$ cat config.mk
export PLATFORM = sky130hd
export DESIGN_NAME = audio_dac_serializer
export DESIGN_NICKNAME = d
export VERILOG_FILES = /design/src/rtl/audio_dac_serializer.sv
export SDC_FILE = /design/constraint.sdc
export NUM_CORES = 1
export LEC_CHECK = 0
export ABC_AREA = 0
export BUFFER_PORTS_ARGS = -buffer_cell sky130_fd_sc_hd__buf_2
export CAP_MARGIN = 20
export CORE_ASPECT_RATIO = 0.8
export CORE_MARGIN = 10
export CORE_UTILIZATION = 30
export CTS_BUF_LIST = sky130_fd_sc_hd__clkbuf_8 sky130_fd_sc_hd__clkbuf_16
export DETAILED_ROUTE_END_ITERATION = 10
export GPL_TIMING_DRIVEN = 0
export PLACE_DENSITY = 0.47
export SYNTH_ARGS = -nofsm -noshare
export SYNTH_HDL_FRONTEND = slang
export SYNTH_SLANG_ARGS = --single-unit
$ cat constraint.sdc
create_clock -name clk -period 6.5 [get_ports clk]
set_clock_uncertainty 0.05 [all_clocks]
set_input_delay 0.65 -clock clk [delete_from_list [all_inputs] [get_ports clk]]
set_output_delay 0.65 -clock clk [all_outputs]
set_load 0.005 [all_outputs]
$ cat src/rtl/audio_dac_serializer.sv
// ============================================================================
//  Module   : audio_dac_serializer
//  Purpose  : Paces voice sample requests, buffers stereo frames in a FIFO and
//             serializes them to the codec DAC (left-justified, 16-bit stereo).
//  Revision : 1.0  initial release
// ============================================================================
`default_nettype none

module audio_dac_serializer #(
    parameter int CLK_DIV    = 16,
    parameter int FIFO_DEPTH = 4
) (
    input  logic                          clk,
    input  logic                          rst,
    input  logic [15:0]                   sample_l,
    input  logic [15:0]                   sample_r,
    output logic                          audio_out_allowed,
    output logic                          dac_bclk,
    output logic                          dac_lrck,
    output logic                          dac_data,
    output logic [$clog2(FIFO_DEPTH):0]   fifo_level,
    output logic [7:0]                    underrun_count
);

    localparam int c_AW = $clog2(FIFO_DEPTH);
    localparam int c_LW = c_AW + 1;
    localparam int c_DW = $clog2(CLK_DIV);
    localparam logic [c_DW-1:0] c_DIV_LAST = c_DW'(CLK_DIV - 1);
    localparam logic [c_LW-1:0] c_FULL     = c_LW'(FIFO_DEPTH);

    typedef enum logic [0:0] {
        PEND_IDLE = 1'b0,
        PEND_WAIT = 1'b1
    } pend_state_t;

    pend_state_t     r_state;
    logic            r_aoa;
    logic [c_AW-1:0] r_wr_ptr;
    logic [c_AW-1:0] r_rd_ptr;
    logic [c_LW-1:0] r_level;
    logic [31:0]     r_mem [FIFO_DEPTH];
    logic [c_DW-1:0] r_div;
    logic            r_bclk;
    logic [4:0]      r_slot;
    logic            r_lrck;
    logic [31:0]     r_shift;
    logic [7:0]      r_underrun;

    logic            w_req_ok;
    logic            w_fall;
    logic            w_frame_start;
    logic            w_push;
    logic            w_pop;
    logic [4:0]      w_slot_next;

    assign w_req_ok      = (r_state == PEND_IDLE) && (r_level < c_FULL);
    assign w_fall        = (r_div == c_DIV_LAST) && r_bclk;
    assign w_frame_start = w_fall && (r_slot == 5'd31);
    assign w_push        = (r_state == PEND_WAIT);
    // Emptiness is judged on the pre-write level so a same-cycle write waits a frame.
    assign w_pop         = w_frame_start && (r_level != '0);
    assign w_slot_next   = r_slot + 5'd1;

    // Request / capture handshake: pulse, then capture on the following edge.
    always_ff @(posedge clk or posedge rst) begin
        if (rst) begin
            r_state <= PEND_IDLE;
            r_aoa   <= 1'b0;
        end else begin
            case (r_state)
                PEND_IDLE: begin
                    if (w_req_ok) begin
                        r_state <= PEND_WAIT;
                        r_aoa   <= 1'b1;
                    end else begin
                        r_aoa   <= 1'b0;
                    end
                end
                default: begin
                    r_state <= PEND_IDLE;
                    r_aoa   <= 1'b0;
                end
            endcase
        end
    end

    always_ff @(posedge clk or posedge rst) begin
        if (rst) begin
            r_wr_ptr <= '0;
            r_rd_ptr <= '0;
            r_level  <= '0;
        end else begin
            if (w_push) begin
                r_wr_ptr <= r_wr_ptr + 1'b1;
            end
            if (w_pop) begin
                r_rd_ptr <= r_rd_ptr + 1'b1;
            end
            case ({w_push, w_pop})
                2'b10:   r_level <= r_level + 1'b1;
                2'b01:   r_level <= r_level - 1'b1;
                default: r_level <= r_level;
            endcase
        end
    end

    always_ff @(posedge clk) begin
        if (w_push) begin
            r_mem[r_wr_ptr] <= {sample_l, sample_r};
        end
    end

    // Free-running bit clock and slot sequencer; data/LRCK move on BCLK falling edges.
    always_ff @(posedge clk or posedge rst) begin
        if (rst) begin
            r_div      <= '0;
            r_bclk     <= 1'b0;
            r_slot     <= 5'd31;
            r_lrck     <= 1'b0;
            r_shift    <= '0;
            r_underrun <= '0;
        end else begin
            if (r_div == c_DIV_LAST) begin
                r_div  <= '0;
                r_bclk <= ~r_bclk;
            end else begin
                r_div  <= r_div + 1'b1;
            end

            if (w_fall) begin
                r_slot <= w_slot_next;
                r_lrck <= w_slot_next[4];
                if (w_frame_start) begin
                    if (w_pop) begin
                        r_shift <= r_mem[r_rd_ptr];
                    end else begin
                        r_shift <= '0;
                        if (r_underrun != 8'hFF) begin
                            r_underrun <= r_underrun + 8'd1;
                        end
                    end
                end else begin
                    r_shift <= {r_shift[30:0], 1'b0};
                end
            end
        end
    end

    assign audio_out_allowed = r_aoa;
    assign dac_bclk          = r_bclk;
    assign dac_lrck          = r_lrck;
    assign dac_data          = r_shift[31];
    assign fifo_level        = r_level;
    assign underrun_count    = r_underrun;

endmodule

`default_nettype wire

==> key figures <==
Power
  • Power share of the clock group: 0.439
  • Power per Cell Area: 261 mW/mm2
  • Leakage: 0.00340 uW
  • Sw Share: 0.212
  • Combinational share of power: 0.011
  • Peak VDD IR: 161 uV
  • Internal: 1830 uW
  • P_sw: 491 uW
  • Part of the power in registers: 0.550

GRT
  • Grt ovf: 0
  • First-pass GRT wire length: 24300 um
  • Initial antenna violation count: 1
  • Vias in the first global route: 4116
  • GRT Util Overall: 0.0998
  • Largest net degree at the start of global routing: 32

Floorplanning
  • Core Rows: 51
  • Die Area: 0.0320 mm2
  • Core Area: 0.0246 mm2
  • Die height: 162 um
  • IO Count: 49
  • Die outline width: 197 um
  • Initial Util: 0.307

Detailed routing
  • Vias: 3865
  • DRC: 0
  • DRT Wirelength: 15400 um
  • Wirelength per Cell: 18.7 um
  • DR pass1 iterations: 4
  • Via density: 4.68
  • Final ANT Viol Nets: 0
  • DR iter-0 viols: 248

Clock tree
  • Clock H-tree levels: 4
  • CTS Root Cell: clkbuf_16
  • Clock sinks: 187
  • CTS Buf Count: 17
  • CTS tree: built
  • Hold_buf cts: 0
  • Clock-pin slew on the worst setup and hold paths: 0.07 ns
  • Resize count post-CTS: 0
  • Clock Latency Late Sink: 0.43 ns
  • Setup bufs post-CTS: 0
  • Max Root-Sink Buffers: 2

Setup path
  • CP max stage cell: dfstp_2
  • Req. time, crit path: 6.80 ns
  • Worst path most repeated cell: ha_1
  • Critical path arrival: 3.44 ns
  • Worst setup SP type: register
  • CP cell instances: ha_1, and3_1, ha_1, inv_1, nor3_1, ha_1, inv_1, fa_1, xor2_1, nor2_1, xor2_1
  • Max FO, Critical Path: 6
  • Kind of critical path: register to register
  • Slowest stage delay, CP: 0.56 ns
  • Reg-to-reg slack, setup: 3.37 ns
  • Worst setup EP type: register

Synthesis
  • #FFs+latches synth: 187
  • Top post-synthesis cells by area: edfxtp_1, dfrtp_1, mux4_2
  • Yosys top cell by area: edfxtp_1
  • Synth top area share: 0.509
  • Post-Synthesis Cell Area: 0.00755 mm2
  • Post-synthesis average cell area: 17.9 um2
  • Sequential share of the synthesized area: 0.705
  • Syn nets: 466
  • Post-Syn Instances: 422
  • Warnings, synthesis: 0
  • Post-synth cell types: 41

STA
  • Period minus WS final: 3.13 ns
  • Setup TNS: 0 ns
  • Worst-margin pin slew: 0.815 ns
  • Slew margin rel.: 0.457
  • Max Clock Freq: 319 MHz
  • Final Hold Viols: 0
  • Slew Viols, Final: 0
  • Tcrit/Tclk final: 0.482
  • Endpoints failing setup: 0
  • RSZ-0062 raised after global routing: false

Placed design
  • Placed Area: 0.00830 mm2
  • Final GP Congestion: 0.693
  • PortBufs: 48
  • Dpl cells: 793
  • Final HPWL from detailed placement: 10500 um

Status
  • Status: complete, no violations

Job
  • Max cap viols: 0

Finish
  • Non-filler instance count after layout: 825
  • Share of cells above drive strength 1: 0.343
  • Layout Utilization: 0.361
  • Area Overhead vs Synth: 17.5%
  • Nets: 538
  • Final Instance Area: 0.00888 mm2
  • Antenna diode count: 0
  • Fillers: 2293

Min path
  • Min-delay worst type: primary input to asynchronous set/reset pin
## area by class of cell
| type | count | area (um2) | area share |
|---|---|---|---|
| sequential | 187 | 5330 | 0.600 |
| multi-input combinational | 203 | 2040 | 0.229 |
| clock buffer | 17 | 425 | 0.0479 |
| tap | 318 | 398 | 0.0448 |
| timing repair buffer | 53 | 340 | 0.0383 |
| buffer | 23 | 160 | 0.0180 |
| clock inverter | 15 | 155 | 0.0175 |
| inverter | 9 | 33.8 | 0.00381 |
## final timing paths
check,from,to,cells past startpoint
worst max-delay path,r_slot[0]$_DFFE_PP1P_,fifo_level[2]$_DFFE_PP0P_,11
worst min register to register,r_slot[4]$_DFFE_PP1P_,r_slot[4]$_DFFE_PP1P_,2
worst max register to register,r_slot[0]$_DFFE_PP1P_,fifo_level[2]$_DFFE_PP0P_,11
min in group clk,sample_r[9],r_mem[3][9]$_DFFE_PP_,1
max in group asynchronous,rst,r_shift[14]$_DFFE_PP0P_,3
worst min-delay path,rst,dac_lrck$_DFFE_PP0P_,2
## cell usage in the layout, fill, tap and decap left out, types with 2 or more instances in the layout
cell        Yosys  routed
clkbuf_16       0      17
xor2_1         10      10
buf_1           3       3
nor2_1         65      65
dfstp_2         5       5
edfxtp_1      128     128
mux2_2          2       2
a221oi_2       27      27
xnor2_1         6       6
nand3_1         6       6
a221oi_1        4       4
inv_8           0       5
and4_1          2       2
inv_1           9       8
buf_4           2       2
and2_2          0       4
nor3_2          3       3
o21ai_0         3       3
nand4_1         2       2
ha_1            9       9
mux4_2         28      28
clkinvlp_4      0       4
clkbuf_1        6       6
mux4_1          4       4
dfrtp_1        54      54
and3_1          3       3
nand2_1        10      10
inv_6           0       3
buf_2           8      56
a21oi_1         2       2
buf_12          3       8
## synth_stat cells, drive strengths merged
cell type,number
a21oi,2
dfstp,5
mux2i,1
mux2,2
nand3,7
o21ai,3
a31oi,1
ha,9
a221oi,31
a41oi,1
buf,17
nand4,3
and3,3
and2,4
nand2,10
inv,9
nor3b,1
xor2,10
nor3,5
nand2b,1
dfrtp,54
fa,1
nor2,66
a22o,1
and4,3
clkbuf,6
mux4,32
edfxtp,128
xnor2,6
## cells by family (layout without fill, tap and decap cells)
kind of cell / after synthesis / count (layout) / share of synthesized area
and+or+nand+nor: 103 / 103 / 0.0664
DFF: 187 / 187 / 0.705
AOI/OAI and AO/OA: 39 / 39 / 0.0648
muxes: 35 / 35 / 0.102
adders and majority gates: 10 / 10 / 0.0176
xor gates and xnor gates: 16 / 16 / 0.0186
buffers and inverters: 32 / 117 / 0.0257
## sequential cells by signal (all words and copies together) (netlist names), 2 cells and up
name,count
underrun_count,8
r_wr_ptr,2
fifo_level,3
r_shift,32
r_rd_ptr,2
r_div,4
r_mem,128
r_slot,5
## layer usage
| metal | GRT usage | wire [um] |
|---|---|---|
| met5 | 0 | 11 |
| met4 | 0.0324 | 146 |
| met3 | 0.0273 | 848 |
| met2 | 0.154 | 7450 |
| met1 | 0.133 | 6990 |
## power by group through the flow
stage | clock (uW) | sequential [uW] | combinational [uW]
final | 1020 | 1270 | 25.9
after global routing | 1100 | 1270 | 30.2
after CTS | 1050 | 1270 | 27.2
after detailed placement | 0 | 1300 | 27.1
after global placement | 0 | 1300 | 22.9
after floorplan | 0 | 1300 | 5.33
## through the flow
| step | setup WS, ns | total power [uW] | hold slack (ns) |
|---|---|---|---|
| global route | 3.13 | 2400 | 0.308 |
| detailed placement | 3.32 | 1330 | 0.402 |
| global placement | 3.38 | 1320 | 0.402 |
| finish | 3.37 | 2320 | 0.260 |
| CTS | 3.30 | 2350 | 0.271 |
| floorplan | 3.88 | 1300 | 0.392 |
## worst max-delay path, delay by kind of cell, from the launching register on
kind                     cells  cell delay [ns]
adder cells (fa/ha/maj)      4             1.08
AND/OR/NAND/NOR              3             0.83
flip-flops                   1             0.56
XOR/XNOR                     2             0.31
buffers and inverters        2             0.23
Note: power is estimated with default switching activity, not from simulation.
